<file path="src/rtl/fifo_burst_drain.sv">
// fifo_burst_drain: read-side drain controller for a request-mode FIFO.
// Watches occupancy, issues bursts of reads (full or timed-out partial) and
// re-times the returned words into a framed ready/valid stream through a
// 2-entry buffer with credit-limited read issue.
module fifo_burst_drain #(
  parameter int DATA_WIDTH  = 16,
  parameter int FIFO_SIZE   = 8,
  parameter int BURST_LEN   = 4,
  parameter int TIMEOUT     = 16,
  parameter int COUNT_WIDTH = $clog2(FIFO_SIZE + 1)
) (
  input  logic                   i_clk,
  input  logic                   i_rst,
  input  logic                   i_ena,
  output logic                   o_fifo_rd_req,
  input  logic [DATA_WIDTH-1:0]  i_fifo_data,
  input  logic                   i_fifo_valid,
  input  logic [COUNT_WIDTH-1:0] i_fifo_count,
  output logic [DATA_WIDTH-1:0]  o_data,
  output logic                   o_valid,
  input  logic                   i_ready,
  output logic                   o_first,
  output logic                   o_last,
  output logic                   o_busy
);

  typedef enum logic [1:0] {S_IDLE = 2'd0, S_ISSUE = 2'd1, S_DRAIN = 2'd2} state_t;

  localparam int TW = (TIMEOUT > 1) ? $clog2(TIMEOUT) : 1;
  localparam logic [TW-1:0]          T_LAST  = (TIMEOUT > 0) ? TW'(TIMEOUT - 1) : '0;
  localparam logic [TW-1:0]          T_ONE   = TW'(1);
  localparam logic [COUNT_WIDTH-1:0] C_BURST = COUNT_WIDTH'(BURST_LEN);
  localparam logic [COUNT_WIDTH-1:0] C_ONE   = COUNT_WIDTH'(1);
  localparam bit                     TO_EN   = (TIMEOUT != 0);

  state_t                       r_state, w_state_nxt;
  logic [TW-1:0]                r_timer;
  logic [COUNT_WIDTH-1:0]       r_burst_len, r_issue_left, r_cap_idx;
  logic                         r_inflight;
  logic                         r_rst_mask;
  logic [1:0][DATA_WIDTH-1:0]   r_buf_data;
  logic [1:0]                   r_buf_first, r_buf_last;
  logic [1:0]                   r_buf_cnt;

  logic                         w_pop, w_push, w_head_valid;
  logic                         w_full_start, w_part_start, w_start;
  logic [COUNT_WIDTH-1:0]       w_start_len;
  logic [2:0]                   w_credit;
  logic                         w_rd_req;
  logic                         w_cap_first, w_cap_last;

  assign w_head_valid = (r_buf_cnt != 2'd0);
  assign w_pop        = w_head_valid && i_ready;
  // The first valid pulse after reset release belongs to a read issued before reset.
  assign w_push       = i_fifo_valid && !r_rst_mask;

  assign w_full_start = i_ena && (i_fifo_count >= C_BURST);
  assign w_part_start = i_ena && TO_EN && (i_fifo_count != '0) &&
                        (i_fifo_count < C_BURST) && (r_timer == T_LAST);
  assign w_start      = (r_state == S_IDLE) && (w_full_start || w_part_start);
  assign w_start_len  = w_full_start ? C_BURST : i_fifo_count;

  // Slots committed after this cycle: buffered + returning - leaving.
  assign w_credit = {1'b0, r_buf_cnt} + {2'b00, r_inflight} - {2'b00, w_pop};
  assign w_rd_req = i_ena && (r_state == S_ISSUE) && (r_issue_left != '0) &&
                    (w_credit < 3'd2);

  assign w_cap_first = (r_cap_idx == '0);
  assign w_cap_last  = (r_cap_idx == r_burst_len - C_ONE);

  // State register
  always_ff @(posedge i_clk or posedge i_rst) begin
    if (i_rst) r_state <= S_IDLE;
    else       r_state <= w_state_nxt;
  end

  // Next-state: start from IDLE, stop issuing after the last read, return on the last pop
  always_comb begin
    w_state_nxt = r_state;
    case (r_state)
      S_IDLE:  if (w_start)                            w_state_nxt = S_ISSUE;
      S_ISSUE: if (w_rd_req && r_issue_left == C_ONE)  w_state_nxt = S_DRAIN;
      S_DRAIN: if (w_pop && r_buf_last[0])             w_state_nxt = S_IDLE;
      default:                                         w_state_nxt = S_IDLE;
    endcase
  end

  // Outputs: read request and the buffer head with its framing flags
  always_comb begin
    o_busy        = (r_state != S_IDLE);
    o_fifo_rd_req = w_rd_req;
    o_valid       = w_head_valid;
    o_data        = r_buf_data[0];
    o_first       = w_head_valid && r_buf_first[0];
    o_last        = w_head_valid && r_buf_last[0];
  end

  // Idle timer: counts enabled IDLE cycles while a partial burst is waiting
  always_ff @(posedge i_clk or posedge i_rst) begin
    if (i_rst)
      r_timer <= '0;
    else if (r_state != S_IDLE || w_state_nxt != S_IDLE ||
             i_fifo_count == '0 || i_fifo_count >= C_BURST)
      r_timer <= '0;
    else if (i_ena && TO_EN)
      r_timer <= r_timer + T_ONE;
  end

  // Burst bookkeeping: length latch, reads left to issue, capture index
  always_ff @(posedge i_clk or posedge i_rst) begin
    if (i_rst) begin
      r_burst_len  <= '0;
      r_issue_left <= '0;
      r_cap_idx    <= '0;
      r_inflight   <= 1'b0;
      r_rst_mask   <= 1'b1;
    end else begin
      r_rst_mask <= 1'b0;
      r_inflight <= w_rd_req;
      if (w_start) begin
        r_burst_len  <= w_start_len;
        r_issue_left <= w_start_len;
      end else if (w_rd_req) begin
        r_issue_left <= r_issue_left - C_ONE;
      end
      if (w_start)     r_cap_idx <= '0;
      else if (w_push) r_cap_idx <= r_cap_idx + C_ONE;
    end
  end

  // Two-entry output buffer, entry 0 is the head; push and pop may coincide
  always_ff @(posedge i_clk or posedge i_rst) begin
    if (i_rst) begin
      r_buf_data  <= '0;
      r_buf_first <= '0;
      r_buf_last  <= '0;
      r_buf_cnt   <= 2'd0;
    end else begin
      case ({w_push, w_pop})
        2'b10: begin
          if (r_buf_cnt == 2'd0) begin
            r_buf_data[0]  <= i_fifo_data;
            r_buf_first[0] <= w_cap_first;
            r_buf_last[0]  <= w_cap_last;
          end else begin
            r_buf_data[1]  <= i_fifo_data;
            r_buf_first[1] <= w_cap_first;
            r_buf_last[1]  <= w_cap_last;
          end
          r_buf_cnt <= r_buf_cnt + 2'd1;
        end
        2'b01: begin
          r_buf_data[0]  <= r_buf_data[1];
          r_buf_first[0] <= r_buf_first[1];
          r_buf_last[0]  <= r_buf_last[1];
          r_buf_cnt      <= r_buf_cnt - 2'd1;
        end
        2'b11: begin
          if (r_buf_cnt == 2'd1) begin
            r_buf_data[0]  <= i_fifo_data;
            r_buf_first[0] <= w_cap_first;
            r_buf_last[0]  <= w_cap_last;
          end else begin
            r_buf_data[0]  <= r_buf_data[1];
            r_buf_first[0] <= r_buf_first[1];
            r_buf_last[0]  <= r_buf_last[1];
            r_buf_data[1]  <= i_fifo_data;
            r_buf_first[1] <= w_cap_first;
            r_buf_last[1]  <= w_cap_last;
          end
        end
        default: ;
      endcase
    end
  end

endmodule

</file>
<file path="config.mk">
export PLATFORM = sky130hd
export DESIGN_NAME = fifo_burst_drain
export DESIGN_NICKNAME = d
export VERILOG_FILES = /design/src/rtl/fifo_burst_drain.sv
export SDC_FILE = /design/constraint.sdc
export NUM_CORES = 1
export LEC_CHECK = 0
export ABC_AREA = 1
export CAP_MARGIN = 20
export CORE_MARGIN = 2
export CORE_UTILIZATION = 49
export CTS_BUF_LIST = sky130_fd_sc_hd__clkbuf_4 sky130_fd_sc_hd__clkbuf_8 sky130_fd_sc_hd__clkbuf_16
export CTS_CLUSTER_DIAMETER = 60
export DETAILED_ROUTE_END_ITERATION = 12
export PLACE_DENSITY = 0.76
export SETUP_SLACK_MARGIN = 0.2
export SYNTH_ARGS = -nofsm -noshare
export SYNTH_HDL_FRONTEND = slang
export SYNTH_SLANG_ARGS = --single-unit
</file>
<file path="constraint.sdc">
create_clock -name i_clk -period 2.3 [get_ports i_clk]
set_clock_uncertainty 0.05 [all_clocks]
set_input_delay 0.23 -clock i_clk [delete_from_list [all_inputs] [get_ports i_clk]]
set_output_delay 0.23 -clock i_clk [all_outputs]
set_load 0.005 [all_outputs]
</file>
==> results by group <==
Floorplanning
  • Die Wd: about 85 um
  • Initial Utilization: approximately half
  • Core area: approximately 6300 sq um
  • Die height: around 85 um
  • I/O pins: 46
  • Die area: a little over 7000 sq um
  • Rows: 29

Setup path
  • Worst path top cell family by delay: adder cells
  • CP max stage cell: fa_1
  • Req. time, crit path: between 2000 and 2500 ps
  • Element type at the critical path end: output port
  • Worst-path cell chain: inv_2 -> ha_4 -> inv_4 -> nand2_4 -> inv_4 -> nor2_4 -> o21ai_2 -> fa_1 -> nand2_1 -> nor2_2 -> nand3_2 -> inv_2 -> buf_2
  • CP Max Fanout: 3
  • Worst Path Arrival: 2190 ps
  • Reg-to-reg startpoint: r_buf_cnt[0]
  • Setup CP Type: flop to output port
  • Critical path launch point type: flop
  • Critical path origin: r_buf_cnt[0]
  • Critical path buffers and inverters: 5
  • Crit-path max cell delay: approximately 480 ps

Run
  • Max_cap viols: 0

Final layout
  • Nets: 480
  • Area grow syn2layout: 32.3%
  • Fin util: between 60% and 70%
  • Antenna cells: 0
  • Layout cells sized above 1: ~25%

Routing
  • Wire per inst: about 13 um
  • Via density: 4.94
  • DR pass1 iterations: 4
  • DRT antenna net count: 0
  • Post-route DRC: 0
  • Via count: around 2,600
  • Wirelength, routed: between 6000 and 7000 um
  • DRT iter0 DRCs: between 100 and 150

Clocking
  • Worst-case clock buffer depth: 2
  • Clock buffer count from CTS: 9
  • Clock Pin Slew Worst Setup and Hold Paths: approximately 70 ps
  • CTS Sinks: between 50 and 60
  • Clock latency on the worst-skew pair: around 330 ps
  • CTS tree: done
  • CTS H-tree lvls: 3
  • Root Buffer: clkbuf_8
  • Post-CTS Hold Fix Bufs: 0

STA
  • Fmax: roughly 400 MHz
  • Endpoints failing hold: 0
  • Min Tclk post-route: about 2500 ps
  • Endpoints failing setup: 9
  • RSZ-0062 raised after global routing: true
  • Slew Limit Fails: 0
  • Final setup margin: -172 ps
  • Fin crit share: 107%

Synth
  • Sequential area share after synthesis: 45.5%
  • Commonest cells in the netlist: nand2_1, dfrtp_1, inv_1
  • Post-synth top area share: approximately 45%
  • Asr flop ratio synth: 100%
  • Ys Warns: 0
  • Synth area leader: dfrtp_1
  • Yosys reg bits: 58
  • Cell Area, Synth: around 3200 sq um
  • Primary FF master, synth: dfrtp_1
  • Number of enable flip-flop cells after synthesis: 0
  • Top-count cell post-synth: nand2_1
  • Mapped Avg Cell Area: between 8 and 9 sq um
  • Post-Syn Nets: 413
  • Top area cells in the synthesized netlist: dfrtp_1, nand2_1, a31oi_2
  • Netlist cell types: 36
  • Post-Synthesis Cells: ~380

Global routing
  • Total grt overflow: 0
  • First-pass GRT wire length: roughly 11,000 um
  • Initial antenna violation count: 0
  • Vias in the first global route: around 2,500
  • Global-route usage over all layers: between 10% and 20%
  • Pin count of the biggest net entering global routing: around 60

Place
  • DP HPWL: between 4000 and 5000 um
  • Routability Congestion: around 0.85
  • Buffers on Ports: between 40 and 50
  • Pre-CTS setup slack: -357 ps

Run status
  • Outcome: finished with violations
  • Failing checks: setup timing

Min path
  • Worst hold path type: input pin to async pin

Power
  • Peak VDD IR: 0.741 mV
  • PwrDens: about 1300 nW/um^2
  • LEAKAGE: roughly 2.0 nW
-- report_power, final --
part           leakage (nW)  switching, W  internal (W)
Clock                 0.113      0.000406      0.000648
Combinational          1.22       0.00129       0.00132
Sequential            0.714      0.000259       0.00146
-- worst reg2reg max path: cells and delay by family, from the launching register on --
family | cells | cell delay (ps)
compound gates | 1 | 60
fa+ha+maj | 2 | 620
buf+inv | 8 | 630
flops | 1 | 400
simple gates | 8 | 590
-- per-stage QoR --
step / cell area [sq um] / std cells / hold WS [ps] / total power (W) / setup TNS [ps]
after floorplan: 3230 / 376 / 290 / 0.00331 / 0
after global placement: 3690 / 485 / 411 / 0.00384 / -344
after detailed placement: 3690 / 485 / 416 / 0.00394 / -357
after CTS: 3970 / 509 / 228 / 0.00509 / -327
after global routing: 4230 / 525 / 285 / 0.00580 / -2590
final: 4230 / 525 / 220 / 0.00537 / -759
-- routing by layer --
layer	share of wire (%)	vias up	global-route usage, %	routed length (um)
met5	0	-	0	0
met1	42	1240	24.2	2900
met3	3.8	7	3.34	262
met4	0.76	0	6.64	52
met2	53	52	31.9	3600
li1	-	1297	-	-
-- layout by cell type, fill, tap and decap left out, types with 7 or more instances in the layout --
master             n
buf_4             26
nor2_2             7
clkbuf_8          10
o21ai_0           17
clkdlybuf4s50_1   42
nor2_1            31
nand2_1          105
inv_1             32
inv_2              7
nand3_1           12
dfrtp_1           57
ha_1               8
a31oi_2           12
nand2_2            7
-- cell type report --
class	count	area, sq um
fillers	483	2090
multi-input cells	247	1470
flip-flops and latches	58	1450
repair buffers	81	793
inverters	45	189
clock buffers	11	145
well taps	77	96.3
clock inverters	5	77.6
repair inverters	1	6.26
-- timing repair --
| action | in CTS | in global routing |
|---|---|---|
| endpoints found under the setup margin | 10 | 48 |
| resized for setup | 7 | 41 |
| pin swaps | 11 | 14 |
| setup buffers | 8 | 14 |
| cloned | 0 | 2 |
-- registers in the layout, summed over array words and instances (netlist names) --
signal and count:
r_buf_last 2, r_buf_first 2, r_buf_data 16, r_timer 4, r_state 2, o_data 16
r_issue_left 4, r_inflight 1, r_rst_mask 1, r_cap_idx 4, r_burst_len 4, r_buf_cnt 2
-- cell families (layout without fill, tap and decap cells) --
logic type / after synthesis / count (layout) / share of synthesized area, %
and+or+nand+nor: 178 / 178 / 23.9
buffers and inverters: 71 / 143 / 11.8
DFF: 58 / 58 / 45.5
AOI/OAI and AO/OA: 45 / 45 / 10.7
adders and majority gates: 12 / 12 / 4.93
xor gates and xnor gates: 10 / 10 / 2.74
other: 1 / 1 / 0.117
muxes: 1 / 1 / 0.313
-- path summary, 6_finish.rpt --
check,endpoint,slack [ps],depth (start not counted)
setup / recovery,o_fifo_rd_req,-170,13
max in group asynchronous,r_rst_mask,1690,3
setup reg to reg,r_issue_left[2],-120,19
hold / removal,r_issue_left[1],220,3
hold reg to reg,r_buf_data[25],430,2
min in group i_clk,r_buf_data[22],420,3
(Power assumes the default switching activity.)
